**src/rtl/clk_div_pkg.sv**
```systemverilog
// Shared types and constants for the multi-channel clock divider.
package clk_div_pkg;

    typedef enum logic [1:0] {
        StIdle,
        StDiv,
        StByp
    } clk_div_state_e;

    // Ratios at or below this value select the reference-clock bypass path.
    localparam int unsigned BYP_MAX_RATIO = 1;

endpackage

```
**src/rtl/clk_div_ch.sv**
```systemverilog
// One divider channel: IDLE/DIV/BYP FSM, period counter and output mux.
// Ratio and enable are sampled only at period boundaries, so no runt pulses.
module clk_div_ch
    import clk_div_pkg::*;
#(
    parameter int unsigned DIV_W = 8
) (
    input  logic             i_ref_clk,
    input  logic             i_rst_n,
    input  logic             i_clk_en,
    input  logic [DIV_W-1:0] i_div_ratio,
    output logic             o_div_clk,
    output logic             o_div_tick,
    output logic             o_active
);

    localparam logic [DIV_W-1:0] BYP_MAX = DIV_W'(BYP_MAX_RATIO);

    clk_div_state_e   state_q;
    logic [DIV_W-1:0] act_ratio_q;
    logic [DIV_W-1:0] cnt_q;
    logic             div_q;
    logic             tick_q;

    logic [DIV_W:0]   cnt_inc;
    logic [DIV_W:0]   half;
    logic             at_boundary;
    logic             ratio_ok;

    // One extra bit keeps (N+1)>>1 exact for N = 2^DIV_W-1.
    assign cnt_inc     = {1'b0, cnt_q} + (DIV_W+1)'(1);
    assign half        = ({1'b0, act_ratio_q} + (DIV_W+1)'(1)) >> 1;
    assign at_boundary = (cnt_q == act_ratio_q - DIV_W'(1));
    assign ratio_ok    = (i_div_ratio > BYP_MAX);

    always_ff @(posedge i_ref_clk or negedge i_rst_n) begin
        if (!i_rst_n) begin
            state_q     <= StIdle;
            act_ratio_q <= '0;
            cnt_q       <= '0;
            div_q       <= 1'b0;
            tick_q      <= 1'b0;
        end else begin
            case (state_q)
                StDiv: begin
                    if (at_boundary) begin
                        cnt_q <= '0;
                        if (!i_clk_en) begin
                            state_q <= StIdle;
                            div_q   <= 1'b0;
                            tick_q  <= 1'b0;
                        end else if (ratio_ok) begin
                            act_ratio_q <= i_div_ratio;
                            div_q       <= 1'b1;
                            tick_q      <= 1'b1;
                        end else begin
                            state_q <= StByp;
                            div_q   <= 1'b0;
                            tick_q  <= 1'b0;
                        end
                    end else begin
                        cnt_q  <= cnt_inc[DIV_W-1:0];
                        div_q  <= (cnt_inc < half);
                        tick_q <= 1'b0;
                    end
                end
                StIdle, StByp: begin
                    cnt_q  <= '0;
                    div_q  <= 1'b0;
                    tick_q <= 1'b0;
                    if (!i_clk_en) begin
                        state_q <= StIdle;
                    end else if (ratio_ok) begin
                        state_q     <= StDiv;
                        act_ratio_q <= i_div_ratio;
                        div_q       <= 1'b1;
                        tick_q      <= 1'b1;
                    end else begin
                        state_q <= StByp;
                    end
                end
                default: begin
                    state_q <= StIdle;
                    cnt_q   <= '0;
                    div_q   <= 1'b0;
                    tick_q  <= 1'b0;
                end
            endcase
        end
    end

    // Bypass passes the reference clock straight through.
    assign o_div_clk  = (state_q == StByp) ? i_ref_clk : div_q;
    assign o_div_tick = (state_q == StByp) | tick_q;
    assign o_active   = (state_q != StIdle);

endmodule

```
**src/rtl/clk_div_multi.sv**
```systemverilog
// Multi-channel integer clock divider: NUM_CH independent clk_div_ch instances.
module clk_div_multi
    import clk_div_pkg::*;
#(
    parameter int unsigned DIV_W  = 8,
    parameter int unsigned NUM_CH = 2
) (
    input  logic                    i_ref_clk,
    input  logic                    i_rst_n,
    input  logic [NUM_CH-1:0]       i_clk_en,
    input  logic [NUM_CH*DIV_W-1:0] i_div_ratio,
    output logic [NUM_CH-1:0]       o_div_clk,
    output logic [NUM_CH-1:0]       o_div_tick,
    output logic [NUM_CH-1:0]       o_active
);

    for (genvar c = 0; c < NUM_CH; c++) begin : g_ch
        clk_div_ch #(
            .DIV_W(DIV_W)
        ) u_ch (
            .i_ref_clk  (i_ref_clk),
            .i_rst_n    (i_rst_n),
            .i_clk_en   (i_clk_en[c]),
            .i_div_ratio(i_div_ratio[c*DIV_W +: DIV_W]),
            .o_div_clk  (o_div_clk[c]),
            .o_div_tick (o_div_tick[c]),
            .o_active   (o_active[c])
        );
    end

endmodule

```
**config.mk**
```make
export PLATFORM = sky130hd
export DESIGN_NAME = clk_div_multi
export DESIGN_NICKNAME = d
export VERILOG_FILES = /design/src/rtl/clk_div_pkg.sv /design/src/rtl/clk_div_ch.sv /design/src/rtl/clk_div_multi.sv
export SDC_FILE = /design/constraint.sdc
export NUM_CORES = 1
export LEC_CHECK = 0
export BUFFER_PORTS_ARGS = -buffer_cell sky130_fd_sc_hd__buf_2
export CAP_MARGIN = 20
export CORE_ASPECT_RATIO = 1.25
export CORE_MARGIN = 2
export CORE_UTILIZATION = 40
export CTS_CLUSTER_SIZE = 30
export DETAILED_ROUTE_END_ITERATION = 12
export HOLD_SLACK_MARGIN = 0.02
export PLACE_DENSITY = 0.56
export SLEW_MARGIN = 20
export SYNTH_ARGS = -nofsm -noshare
export SYNTH_HDL_FRONTEND = slang
export SYNTH_SLANG_ARGS = --single-unit
```
**constraint.sdc**
```tcl
create_clock -name i_ref_clk -period 2.4 [get_ports i_ref_clk]
set_clock_uncertainty 0.05 [all_clocks]
set_input_delay 0.12 -clock i_ref_clk [delete_from_list [all_inputs] [get_ports i_ref_clk]]
set_output_delay 0.12 -clock i_ref_clk [all_outputs]
set_load 0.05 [all_outputs]
```
# Word-level counts from Yosys, hierarchy flattened
# Index checks and enable logic that the tools add are counted.
dict set report op_classes {
  add_sub_neg 6
  n_lt_le_gt_ge 4
  eq_ne 10
  mux 38
  bitwise 2
  reduce_logical 12
}
# cell n
set op_table {}
lappend op_table {{8-bit two-way mux} 10}
lappend op_table {{8-bit by 1-bit adder with 9-bit output (second input constant)} 4}
lappend op_table {{8-bit case mux with 2 select lines} 2}
lappend op_table {{2-bit two-way mux} 10}
lappend op_table {{9-bit by 8-bit less-than comparator with 1-bit output} 2}
lappend op_table {{8-bit == test} 2}
lappend op_table {{8-bit by 1-bit > comparator with 1-bit output (second input constant)} 2}
lappend op_table {{8-bit by 1-bit subtractor with 8-bit output (second input constant)} 2}
lappend op_table {{1-bit two-way mux} 10}
lappend op_table {{1-bit case mux with 2 select lines} 4}
lappend op_table {{2-bit case mux with 2 select lines} 2}
lappend op_table {{2-bit AND reduction} 4}
lappend op_table {{2-bit nonzero test} 4}
lappend op_table {{3-bit inequality test (second input constant)} 2}
lappend op_table {{2-bit by 1-bit == test with 1-bit output (second input constant)} 2}
lappend op_table {{2-bit == test (second input constant)} 2}
lappend op_table {{2-bit zero test} 2}
lappend op_table {{2-bit by 1-bit inequality test with 1-bit output (second input constant)} 2}
lappend op_table {{2-bit OR reduction} 2}
lappend op_table {{1-bit OR} 2}
dict set report totals {
  regBits 40
  in_bits 20
  output_inout_bits 6
  wordCells 82
}

# Logic depth before layout (Yosys ltp)
dict set report logic_depth {
  word_depth 5
  depth_mapped 11
  mapped_depth_nobuf 10
}

# By module
# From an unflattened synthesis, not the netlist that was laid out.
dict set report hier_totals {
  cells_unflattened 377
  area_unflattened_um2 3357.0
}
# mod n_inst cells_each area_per_inst_um2 seq_area_each_um2
set modules_own_cells {}
lappend modules_own_cells {{clk_div_ch (g_ch[1].u_ch)} 1 190 1686.6 500.5}
lappend modules_own_cells {{clk_div_ch (g_ch[0].u_ch)} 1 187 1670.4 500.5}

==> impl_metrics.tcl <==
set metrics [dict create \
    outcome "finished clean" \
    syn_area_um2 3180 \
    synth-edff-count 0 \
    drtIter0Drc 118 \
    ys.flop_type "dfrtp_1" \
    grt_max_degree 41 \
    yosys_register_bits 40 \
    worstPathCellList "buf_4 -> nor4_1 -> and4b_1 -> a41oi_1 -> and2_1 -> or4b_4 -> o311ai_2" \
    report.final.slew_viol_count 0 \
    io_pins 26 \
    crit_family "simple AND/OR/NAND/NOR gates" \
    critPathSlowestCell "or4b_4" \
    yosys_warnings 0 \
    critical_path_class "flop to flop" \
    coreArea_um2 7750 \
    die_y_um 104 \
    final_net_count 473 \
    min_path_cells 2 \
    slew_headroom 0.632 \
    fmax_ghz 0.430 \
    via_per_inst 5.52 \
    fin_crit_ns 2.32 \
    pwr_density_cell_nw_per_um2 654 \
    hp-class "primary input to flop" \
    async_flop_share 1.00 \
    grt.total_usage 0.198 \
    fin_hold_ws_ns 0.0635 \
    start_util 0.410 \
    min_period_over_period 0.968 \
    r2r-end "g_ch[1].u_ch.act_ratio_q[0]" \
    die-area_um2 8680 \
    synth_top_area_cell "dfrtp_1" \
    nFillCells 741 \
    avgSynthCellArea_um2 8.34 \
    antenna_left 0 \
    overflow 0 \
    insertedDiodeCount 0 \
    drive_gt1_frac 0.209 \
    rows 36 \
    cp.arrival_ns 2.58 \
    critPathMaxStageDelay_ns 0.54 \
    leakagePower_uw 0.00181 \
    rsz0062_at_grt "yes" \
    insertion_delay_ns 0.41 \
    grt_pass1_wl_um 14000 \
    grt_pass1_vias 3000 \
    fin_util 0.505 \
    setup_ws_ns 0.0770 \
    dp.cells 494 \
    worstRegToRegCells 7 \
    syn_inst 381 \
    r2r_slack_ns 0.08 \
    yosysTopAreaCellShare 0.315 \
    yosysMostFrequentCell "dfrtp_1" \
    drc 0 \
    ys_types 47 \
    via_count 2925 \
    worstPathRequired_ns 2.66 \
    first_pass_iters 4 \
    antenna_found_initial 0 \
    hold_path_end "g_ch[0].u_ch.state_q[1]" \
    timing.rr.start "g_ch[1].u_ch.act_ratio_q[2]" \
    synth_nets 421 \
    numPortBuffers 25 \
    yosysSeqAreaShare 0.315 \
    place_ws_ns -0.0262 \
    hp-start "i_clk_en[0]" \
    critical_path_buf_inv_count 1 \
    ir_drop_uv 378 \
    drv_cap 0 \
    instances_no_fill 530 \
    cp-start-kind "flop" \
    synth_common_cells "dfrtp_1 (40), nand2_1 (38), a21oi_1 (25)" \
    fp.dieW_um 83.7 \
    dp_hpwl_um 5940 \
    startpoint "g_ch[1].u_ch.act_ratio_q[2]" \
    area_growth_pct 23.1 \
    synth.area.top_cells "dfrtp_1 (31%), ha_1 (7.9%), xnor2_1 (6.1%), xor2_1 (5.5%), nand2_1 (4.5%)" \
    drt_wl_total_um 8330 \
    path_max_fanout 10 \
    cts_tree "yes" \
    fin_tns_setup_ns 0 \
    finalHoldViolations 0 \
    cp-end-kind "flop" \
    worst_slew_pin_slew_ns 0.551 \
    finalSetupViolCount 0 \
    gp_congestion 0.826 \
    post_drt_wl_per_cell_um 15.7 \
    path_clk_slew_ns 0.09 \
]
final cells by class:
type                    instances  area [um2]  share of cell area
flip-flops and latches         40        1000               0.256
clock inverters                 1        7.51             0.00192
multi-input cells             296        2050               0.523
inverters                      12        45.0              0.0115
clock buffers                  14         155              0.0397
well taps                      95         119              0.0304
repair buffers                 72         538               0.138
per-layer routing:
metal	up-vias	part of all wire	global-route usage
met5	-	0	0
met1	1413	0.42	0.221
li1	1456	-	-
met3	12	0.024	0.0398
met4	0	0.012	0.0611
met2	44	0.54	0.372
cells in the final DEF, fill, tap and decap left out, types with 8 or more instances in the layout:
cell           instances
and3_1                12
ha_1                  19
clkbuf_8              10
dfrtp_1               40
nand2_1               38
dlygate4sd3_1         16
o211ai_1              15
xnor2_1               22
buf_4                 33
nor2b_1               17
buf_2                 24
inv_1                 12
nor3_1                 8
nor2_1                12
nand4_1               19
a21oi_1               25
xor2_1                20
nand3_1               16
sequential cells by signal, indices dropped and copies added (netlist names):
register	flops
g_ch.u_ch.act_ratio_q	16
g_ch.u_ch.cnt_q	16
g_ch.u_ch.state_q	4
g_ch.u_ch.div_q	2
g_ch.u_ch.tick_q	2
through the flow:
stage          instance area (um2)  power, uW
3_3_place_gp                  3470       1820
6_report                      3910       2560
4_1_cts                       3850       2550
3_5_place_dp                  3470       1840
2_1_floorplan                 3190       1620
5_1_grt                       3910       2770
how the worst max path moves through the flow:
stage | endpoint | slack [ns] | cells past startpoint
after floorplan | g_ch[0].u_ch.act_ratio_q[1] | 0.003 | 11
after global placement | g_ch[1].u_ch.div_q | 0.06 | 9
after detailed placement | g_ch[1].u_ch.div_q | -0.03 | 9
after CTS | g_ch[1].u_ch.div_q | 0.02 | 11
after global routing | g_ch[1].u_ch.div_q | -0.07 | 10
final | g_ch[1].u_ch.act_ratio_q[0] | 0.08 | 7
where the power goes:
group	leakage, uW	switching [uW]	total (uW)	internal, uW
sequential	0.000424	170	955	785
combinational	0.00130	439	879	440
clock	0.0000834	332	726	394
logic make-up after synthesis:
family,synth area share
simple gates,0.265
compound gates,0.154
buf+inv,0.0641
xor+xnor,0.116
flops,0.315
fa+ha+maj,0.0787
mux,0.00708
timing repair:
action | CTS | global route
hold endpoints to repair | 55 | 0
cloned | 0 | 0
hold buffers | 16 | 0
pin swaps | 3 | 4
resized for setup | 3 | 15
setup endpoints to repair | 2 | 20
setup buffers | 6 | 1
Power figures use the tool's default switching activity.
